==> src/rtl/decode_stage.sv <==
// Registered instruction-decode stage: MAIN output entry plus a one-entry skid buffer.
// Fields are decoded combinationally from the raw word held in MAIN.
module decode_stage #(
    parameter int INSTR_W  = 32,
    parameter int OPC_W    = 6,
    parameter int REG_W    = 5,
    parameter int OFF_W    = 16,
    parameter int DATA_W   = 32,
    parameter int ADDR_W   = 32,
    parameter bit SIGN_EXT = 1'b1
) (
    input  logic                     clk,
    input  logic                     rst,
    input  logic                     flush,
    input  logic [INSTR_W-1:0]       instruction,
    input  logic [ADDR_W-1:0]        pcIn,
    input  logic                     inValid,
    output logic                     inReady,
    output logic [OPC_W-1:0]         opcode,
    output logic [REG_W-1:0]         rsAdd,
    output logic [REG_W-1:0]         rtAdd,
    output logic [REG_W-1:0]         shift,
    output logic [DATA_W-1:0]        immExt,
    output logic [INSTR_W-OPC_W-1:0] label,
    output logic [DATA_W-1:0]        offsetExt,
    output logic [ADDR_W-1:0]        pcOut,
    output logic                     outValid,
    input  logic                     outReady
);

    localparam int IMM_W = INSTR_W - OPC_W - REG_W;

    logic [INSTR_W-1:0] main_instr_q, main_instr_d;
    logic [INSTR_W-1:0] skid_instr_q, skid_instr_d;
    logic [ADDR_W-1:0]  main_pc_q, main_pc_d;
    logic [ADDR_W-1:0]  skid_pc_q, skid_pc_d;
    logic               main_valid_q, main_valid_d;
    logic               skid_valid_q, skid_valid_d;
    logic               in_ready_q, in_ready_d;
    logic               accept;
    logic [IMM_W-1:0]   imm_raw;
    logic [OFF_W-1:0]   off_raw;

    assign accept = inValid & in_ready_q;

    always_comb begin
        main_instr_d = main_instr_q;
        main_pc_d    = main_pc_q;
        main_valid_d = main_valid_q;
        skid_instr_d = skid_instr_q;
        skid_pc_d    = skid_pc_q;
        skid_valid_d = skid_valid_q;

        if (flush) begin
            main_valid_d = 1'b0;
            skid_valid_d = 1'b0;
        end else if (!main_valid_q || outReady) begin
            if (skid_valid_q) begin
                main_instr_d = skid_instr_q;
                main_pc_d    = skid_pc_q;
                main_valid_d = 1'b1;
                skid_valid_d = 1'b0;
            end else if (accept) begin
                main_instr_d = instruction;
                main_pc_d    = pcIn;
                main_valid_d = 1'b1;
            end else begin
                main_valid_d = 1'b0;
            end
        end else if (accept) begin
            // MAIN is stalled: park the incoming word so it is not lost
            skid_instr_d = instruction;
            skid_pc_d    = pcIn;
            skid_valid_d = 1'b1;
        end

        in_ready_d = ~skid_valid_d;
    end

    always_ff @(posedge clk or posedge rst) begin
        if (rst) begin
            main_instr_q <= '0;
            main_pc_q    <= '0;
            main_valid_q <= 1'b0;
            skid_instr_q <= '0;
            skid_pc_q    <= '0;
            skid_valid_q <= 1'b0;
            in_ready_q   <= 1'b1;
        end else begin
            main_instr_q <= main_instr_d;
            main_pc_q    <= main_pc_d;
            main_valid_q <= main_valid_d;
            skid_instr_q <= skid_instr_d;
            skid_pc_q    <= skid_pc_d;
            skid_valid_q <= skid_valid_d;
            in_ready_q   <= in_ready_d;
        end
    end

    assign imm_raw = main_instr_q[IMM_W-1:0];
    assign off_raw = main_instr_q[OFF_W-1:0];

    assign inReady   = in_ready_q;
    assign outValid  = main_valid_q;
    assign pcOut     = main_pc_q;
    assign opcode    = main_instr_q[INSTR_W-1 -: OPC_W];
    assign rsAdd     = main_instr_q[INSTR_W-OPC_W-1 -: REG_W];
    assign rtAdd     = main_instr_q[INSTR_W-OPC_W-REG_W-1 -: REG_W];
    assign shift     = main_instr_q[INSTR_W-OPC_W-REG_W-1 -: REG_W];
    assign label     = main_instr_q[INSTR_W-OPC_W-1:0];
    assign immExt    = SIGN_EXT ? DATA_W'($signed(imm_raw)) : DATA_W'(imm_raw);
    assign offsetExt = SIGN_EXT ? DATA_W'($signed(off_raw)) : DATA_W'(off_raw);

endmodule

==> config.mk <==
export PLATFORM = sky130hd
export DESIGN_NAME = decode_stage
export DESIGN_NICKNAME = d
export VERILOG_FILES = /design/src/rtl/decode_stage.sv
export SDC_FILE = /design/constraint.sdc
export NUM_CORES = 1
export LEC_CHECK = 0
export CAP_MARGIN = 40
export CORE_UTILIZATION = 42
export CTS_CLUSTER_SIZE = 14
export DETAILED_ROUTE_END_ITERATION = 8
export PLACE_DENSITY_LB_ADDON = 0.3
export SLEW_MARGIN = 20
export SYNTH_ARGS = -nofsm -noshare
export SYNTH_HDL_FRONTEND = slang
export SYNTH_SLANG_ARGS = --single-unit
==> constraint.sdc <==
create_clock -name clk -period 4.1 [get_ports clk]
set_input_delay 0.41 -clock clk [delete_from_list [all_inputs] [get_ports clk]]
set_output_delay 0.41 -clock clk [all_outputs]
set_load 0.02 [all_outputs]
==> metrics.txt, run 1 <==
first-pass GRT wire length 20560 um; Synth Net Count 501; synth cell count leaders mux2_2, dfrtp_1, buf_4, mux2_4; outcome finished, final reports clean; syn avg cell area around 15 um2; antenna violations before repair 0; Ports between 200 and 250; Arr. time, crit path 2.51 ns; top-area cell type share of the netlist area between 40 and 50%; WP data required ~4.4 ns; reg-to-reg critical path startpoint outValid; fin crit period between 2 and 2.5 ns; Initial Util 43.00%; TritonCTS clock tree built; clock buffer depth 2; Clock Sinks ~130; CP endpoint kind flip-flop; P&R area growth vs syn 35.31%; Worst IR Drop VDD about 0.38 mV; # DRC 0; Clock transition at path regs roughly 0.05 ns; Sum Neg Setup Slack 0 ns; Clock Latency Late Sink ~0.42 ns; std cell rows 45; Synth Cell Area approximately 6500 um2; Cells after Synth between 400 and 500; post-cts resize count 0; unrepaired setup endpoints after global routing false; critical path class primary input to flip-flop; estimated wirelength of the detail-placed design 8063 um; crit start category primary input; Synth Flop Type dfrtp_1; Hold Path Class primary input to async pin; max-slew violation count 0; FMAX 0.4509 GHz; Seq cells post-synth around 130; cell area after layout around 9000 um2; gp weighted congestion ~0.70; count leader, synth mux2_2; Setup Buffers After CTS 0; via count of the first global-routing pass 3960; Slew @ Worst Pin between 0.5 and 0.6 ns; Final Util about three fifths; Root Buffer clkbuf_16; fill count approximately 1200; Routed WL ~13000 um; First-pass DRT Iterations 4; Final ANT Viol Nets 0; Setup violations, final 0; ranking of synthesized cells by area dfrtp_1, mux2_2, mux2_4, buf_4, buf_12; CP Launch Point outReady; share of the cycle needed by the critical path after routing approximately 54%; cts hold-fix bufs 0; ANT cells 0; Yosys top cell by area dfrtp_1; largest net degree at the start of global routing 65; maximum net fanout on the critical path 40; sequential share of the synthesized area approximately 50%; Die W between 100 and 150 um; Core Footprint 15200 um2; # Max-Cap Violations 0; via count between 3000 and 4000; Post-synth EDFFs 0; Setup Skew about 0.0076 ns; LEAKAGE 3.699 nW; Die ar. roughly 16000 um2; htree depth 4; Inserted Clock Buffers 17; fin nets approximately 640; Via density between 4 and 5; relative slew slack approximately three fifths; Die Y 126.8 um; FFs w/ async S/R, synth 100.0%; P per Cell Area 560.4 nW/um2; I/O Buffers ~210; Yosys cell types 17; Yosys Warn Count 0; GRT overflow 0; Area after DPL ~8200 um2; GRT Overall Usage between 15 and 20%; DR WL/cell roughly 16 um; layout cells sized above 1 about two fifths; DR iter-0 viols 147; Final Hold Viols 0; total power 4.957 mW
## cells in the final DEF, fill, tap and decap left out, drive strengths merged, types with 2 or more instances in the layout
cell / netlist / layout
clkdlybuf4s50: 0 / 213
mux2: 192 / 192
dfrtp: 130 / 130
clkbuf: 0 / 23
buf: 99 / 7
clkinv: 0 / 3
bufinv: 0 / 3
clkinvlp: 0 / 3
inv: 2 / 2
## where the power goes
part | switching, mW | total [mW] | leakage (nW) | internal (mW)
Combinational | 0.653 | 1.58 | 1.84 | 0.925
Sequential | 0.215 | 1.83 | 1.57 | 1.61
Clock | 0.549 | 1.55 | 0.289 | 1.00
Total | 1.42 | 4.96 | 3.70 | 3.54
## routing by layer
layer | up-vias | global-route usage [%] | wire length (um)
met5 | - | 0 | 0
met4 | 0 | 6.092 | 134
met3 | 13 | 6.284 | 868
met1 | 1858 | 21.08 | 5612
li1 | 1708 | - | -
met2 | 139 | 26.06 | 5927
## worst paths after layout
kind,endpoint,slack (ns),cells after the start
worst min register to register,skid_instr_q[30],0.50,1
worst min-delay path,pcOut[17],0.27,2
worst max register to register,skid_instr_q[19],1.96,4
min in group clk,skid_instr_q[30],0.50,1
worst max-delay path,skid_instr_q[19],1.88,5
max in group asynchronous,skid_pc_q[30],2.90,4
## state kept, by name (all words and copies together), names as in the netlist
name and count:
skid_instr_q 32, outValid 1, skid_pc_q 32, skid_valid_q 1, main_instr_q 32, inReady 1
pcOut 32
## cells by family (layout without fill, tap and decap cells)
kind of cell	count (synthesis)	count (layout)	synth area share, %
mux	192	192	36.52
simple gates	7	7	0.9569
buf+inv	101	254	12.29
flops	131	131	50.16
compound gates	1	1	0.07648
## per-stage QoR
stage / setup slack, ns / hold WS (ns) / std cells
2_1_floorplan: 0.1940 / 0.4750 / 432
3_3_place_gp: 1.468 / 0.4845 / 738
3_5_place_dp: 1.432 / 0.4871 / 740
4_1_cts: 1.880 / 0.2545 / 772
5_1_grt: 1.823 / 0.2762 / 773
6_report: 1.882 / 0.2715 / 773
## area by class of cell
| cell class | instances | area, um2 | area share, % |
|---|---|---|---|
| sequential | 131 | 3281 | 37.09 |
| multi-input combinational | 200 | 2460 | 27.81 |
| timing repair buffer | 220 | 2255 | 25.49 |
| clock buffer | 23 | 478.0 | 5.403 |
| tap | 188 | 235.2 | 2.659 |
| clock inverter | 9 | 127.6 | 1.443 |
| inverter | 2 | 10.01 | 0.1132 |
## worst max-delay path: stages
cell             delay, ns
clkdlybuf4s50_1       0.43
or3b_4                0.44
nor2_8                0.48
buf_12                0.38
mux2_4                0.34
(Power assumes the default switching activity.)
==> inputs of run 2 (changes only) <==
- CORE_UTILIZATION: 42 -> 47
- clock period: 4.1 -> 2.2 ns (I/O delays scaled with it)
==> run 2 against run 1 <==
  * Flip-flop and latch count unchanged
  * Utilization increased by 7.8 points
  * Final cell count decreased by 1.4%
  * Largest power group unchanged
  * Non-clock buffer count increased by 2
  * Worst setup slack got worse by 1.7 ns
==> metrics.txt, run 2 (synthesized netlist as in run 1, its figures left out) <==
outcome finished, final reports clean; Worst Path Buf+Inv 1; Via density about 4.9; Setup Skew roughly 0.0077 ns; commonest non-fill, non-tap cells in the layout clkdlybuf4s50_1, mux2_2, dfrtp_1; P per Cell Area between 1000 and 1500 nW/um2; Pint between 6 and 7 mW; DR iter-0 viols 144; CP endpoint kind output pin; Clock Sinks about 130; Setup violations, final 0; first-pass GRT wire length 20960 um; fin crit period between 2 and 2.5 ns; layout cells sized above 1 between 40% and 50%; Initial Util a little under 50%; met3 wire length ~1100 um; Sum Neg Setup Slack 0 ns; Post-Place Worst Slack ~0.19 ns; Routed WL ~13000 um; combinational share of power roughly a third; met2 wire len around 6200 um; Setup Buffers After CTS 0; Die W 119.9 um; FMAX 0.4978 GHz; estimated wirelength of the detail-placed design slightly below 9000 um; Clock transition at path regs approximately 0.06 ns; unrepaired setup endpoints after global routing false; length of routed wiring on met1 between 5000 and 6000 um; WP data required 1.98 ns; Hold Path Class primary input to async pin; # Max-Cap Violations 0; Arr. time, crit path approximately 1.8 ns; I/O Buffers roughly 210; relative slew slack 66.08%; crit start category flip-flop; clock buffer depth 2; fin nets between 600 and 700; max layer used met4; max-slew violation count 0; Final Worst Setup Slack roughly 0.19 ns; via count ~3800; ANT cells 0; GRT overflow 0; largest net degree at the start of global routing 74; crit path cell chain clkdlybuf4s50_1; First-pass DRT Iterations 4; post-cts resize count 0; Slew @ Worst Pin roughly 0.51 ns; maximum net fanout on the critical path 20; slowest stage cell, crit path clkdlybuf4s50_1; cts hold-fix bufs 0; switching share of power around 28%; reg-to-reg critical path startpoint inReady; TritonCTS clock tree built; P&R area growth vs syn 35.25%; Inserted Clock Buffers 17; Crit path max-delay family buffers and inverters; R2R Setup Slk about 0.44 ns; Final Hold Viols 0; max incr delay on CP a little over 0.7 ns; Worst IR Drop VDD 0.5995 mV; Core Footprint approximately 13000 um2; clock share of power between 30% and 40%; critical path class flip-flop to output pin; share of the cycle needed by the critical path after routing around nine tenths; Die ar. ~14000 um2; Final ANT Viol Nets 0; commonest non-fill, non-tap cell in the layout clkdlybuf4s50_1; antenna violations before repair 0; Ports 214; Reg2Reg Capture Point main_instr_q[30]; fill count 998; Reg2Reg Depth 4; htree depth 4; LEAKAGE ~3.7 nW; gp weighted congestion roughly 0.71; DR WL/cell 17.04 um; Clock Latency Late Sink between 0.4 and 0.5 ns; Reg power frac around 37%; Root Buffer clkbuf_16; via count of the first global-routing pass approximately 4000; Die Y roughly 120 um; total power ~9.1 mW; Psw 2.596 mW; # DRC 0; GRT Overall Usage between 10% and 20%; std cell rows 42
[run 2: power by group through the flow]
| stage | Sequential [mW] | Combinational (mW) | Clock (mW) |
|---|---|---|---|
| 2_1_floorplan | 3.64 | 1.74 | 0 |
| 3_3_place_gp | 3.39 | 2.93 | 0 |
| 3_5_place_dp | 3.44 | 2.98 | 0 |
| 4_1_cts | 3.41 | 3.00 | 2.82 |
| 5_1_grt | 3.50 | 3.11 | 2.93 |
| 6_report | 3.41 | 2.96 | 2.77 |
[run 2: how the worst max path moves through the flow]
stage	cells after the start	end	from	slack (ns)
finish	1	immExt[15]	main_instr_q[15]	0.19
CTS	1	offsetExt[19]	main_instr_q[15]	0.15
detailed placement	5	main_instr_q[30]	outReady	0.19
global placement	5	main_instr_q[16]	outReady	0.23
floorplan	1	main_instr_q[0]	rst	0.36
global route	1	offsetExt[19]	main_instr_q[15]	0.09
[run 2: per-stage QoR]
step	instance area [um2]	std cells	utilization, %	hold WS [ns]
after floorplan	6541	432	-	0.3681
after global placement	8259	731	61.63	0.4850
after detailed placement	8259	731	61.63	0.4875
after CTS	8842	762	65.99	0.2779
after global routing	8842	762	65.99	0.2930
final	8842	762	65.99	0.2799
[run 2: final cells by class]
class                           instances  area, um2  area share, %
Sequential cell                       131       3281          37.10
Multi-Input combinational cell        200       2460          27.82
Timing Repair Buffer                  222       2287          25.87
Clock buffer                           27      513.0          5.802
Tap cell                              176      220.2          2.490
Clock inverter                          4      70.07         0.7924
Inverter                                2      11.26         0.1274
[run 2: per-layer routing]
layer | vias up | GRT usage [%]
met5 | - | 0
met2 | 145 | 30.14
met3 | 11 | 7.462
met1 | 1899 | 24.08
met4 | 0 | 4.688
li1 | 1696 | -
[run 2: worst reg2reg max path: stages, from the launching register on]
cell and delay [ns]:
dfstp_2 0.54, a21oi_1 0.08, nor3_2 0.35, buf_12 0.28
mux2_2 0.39
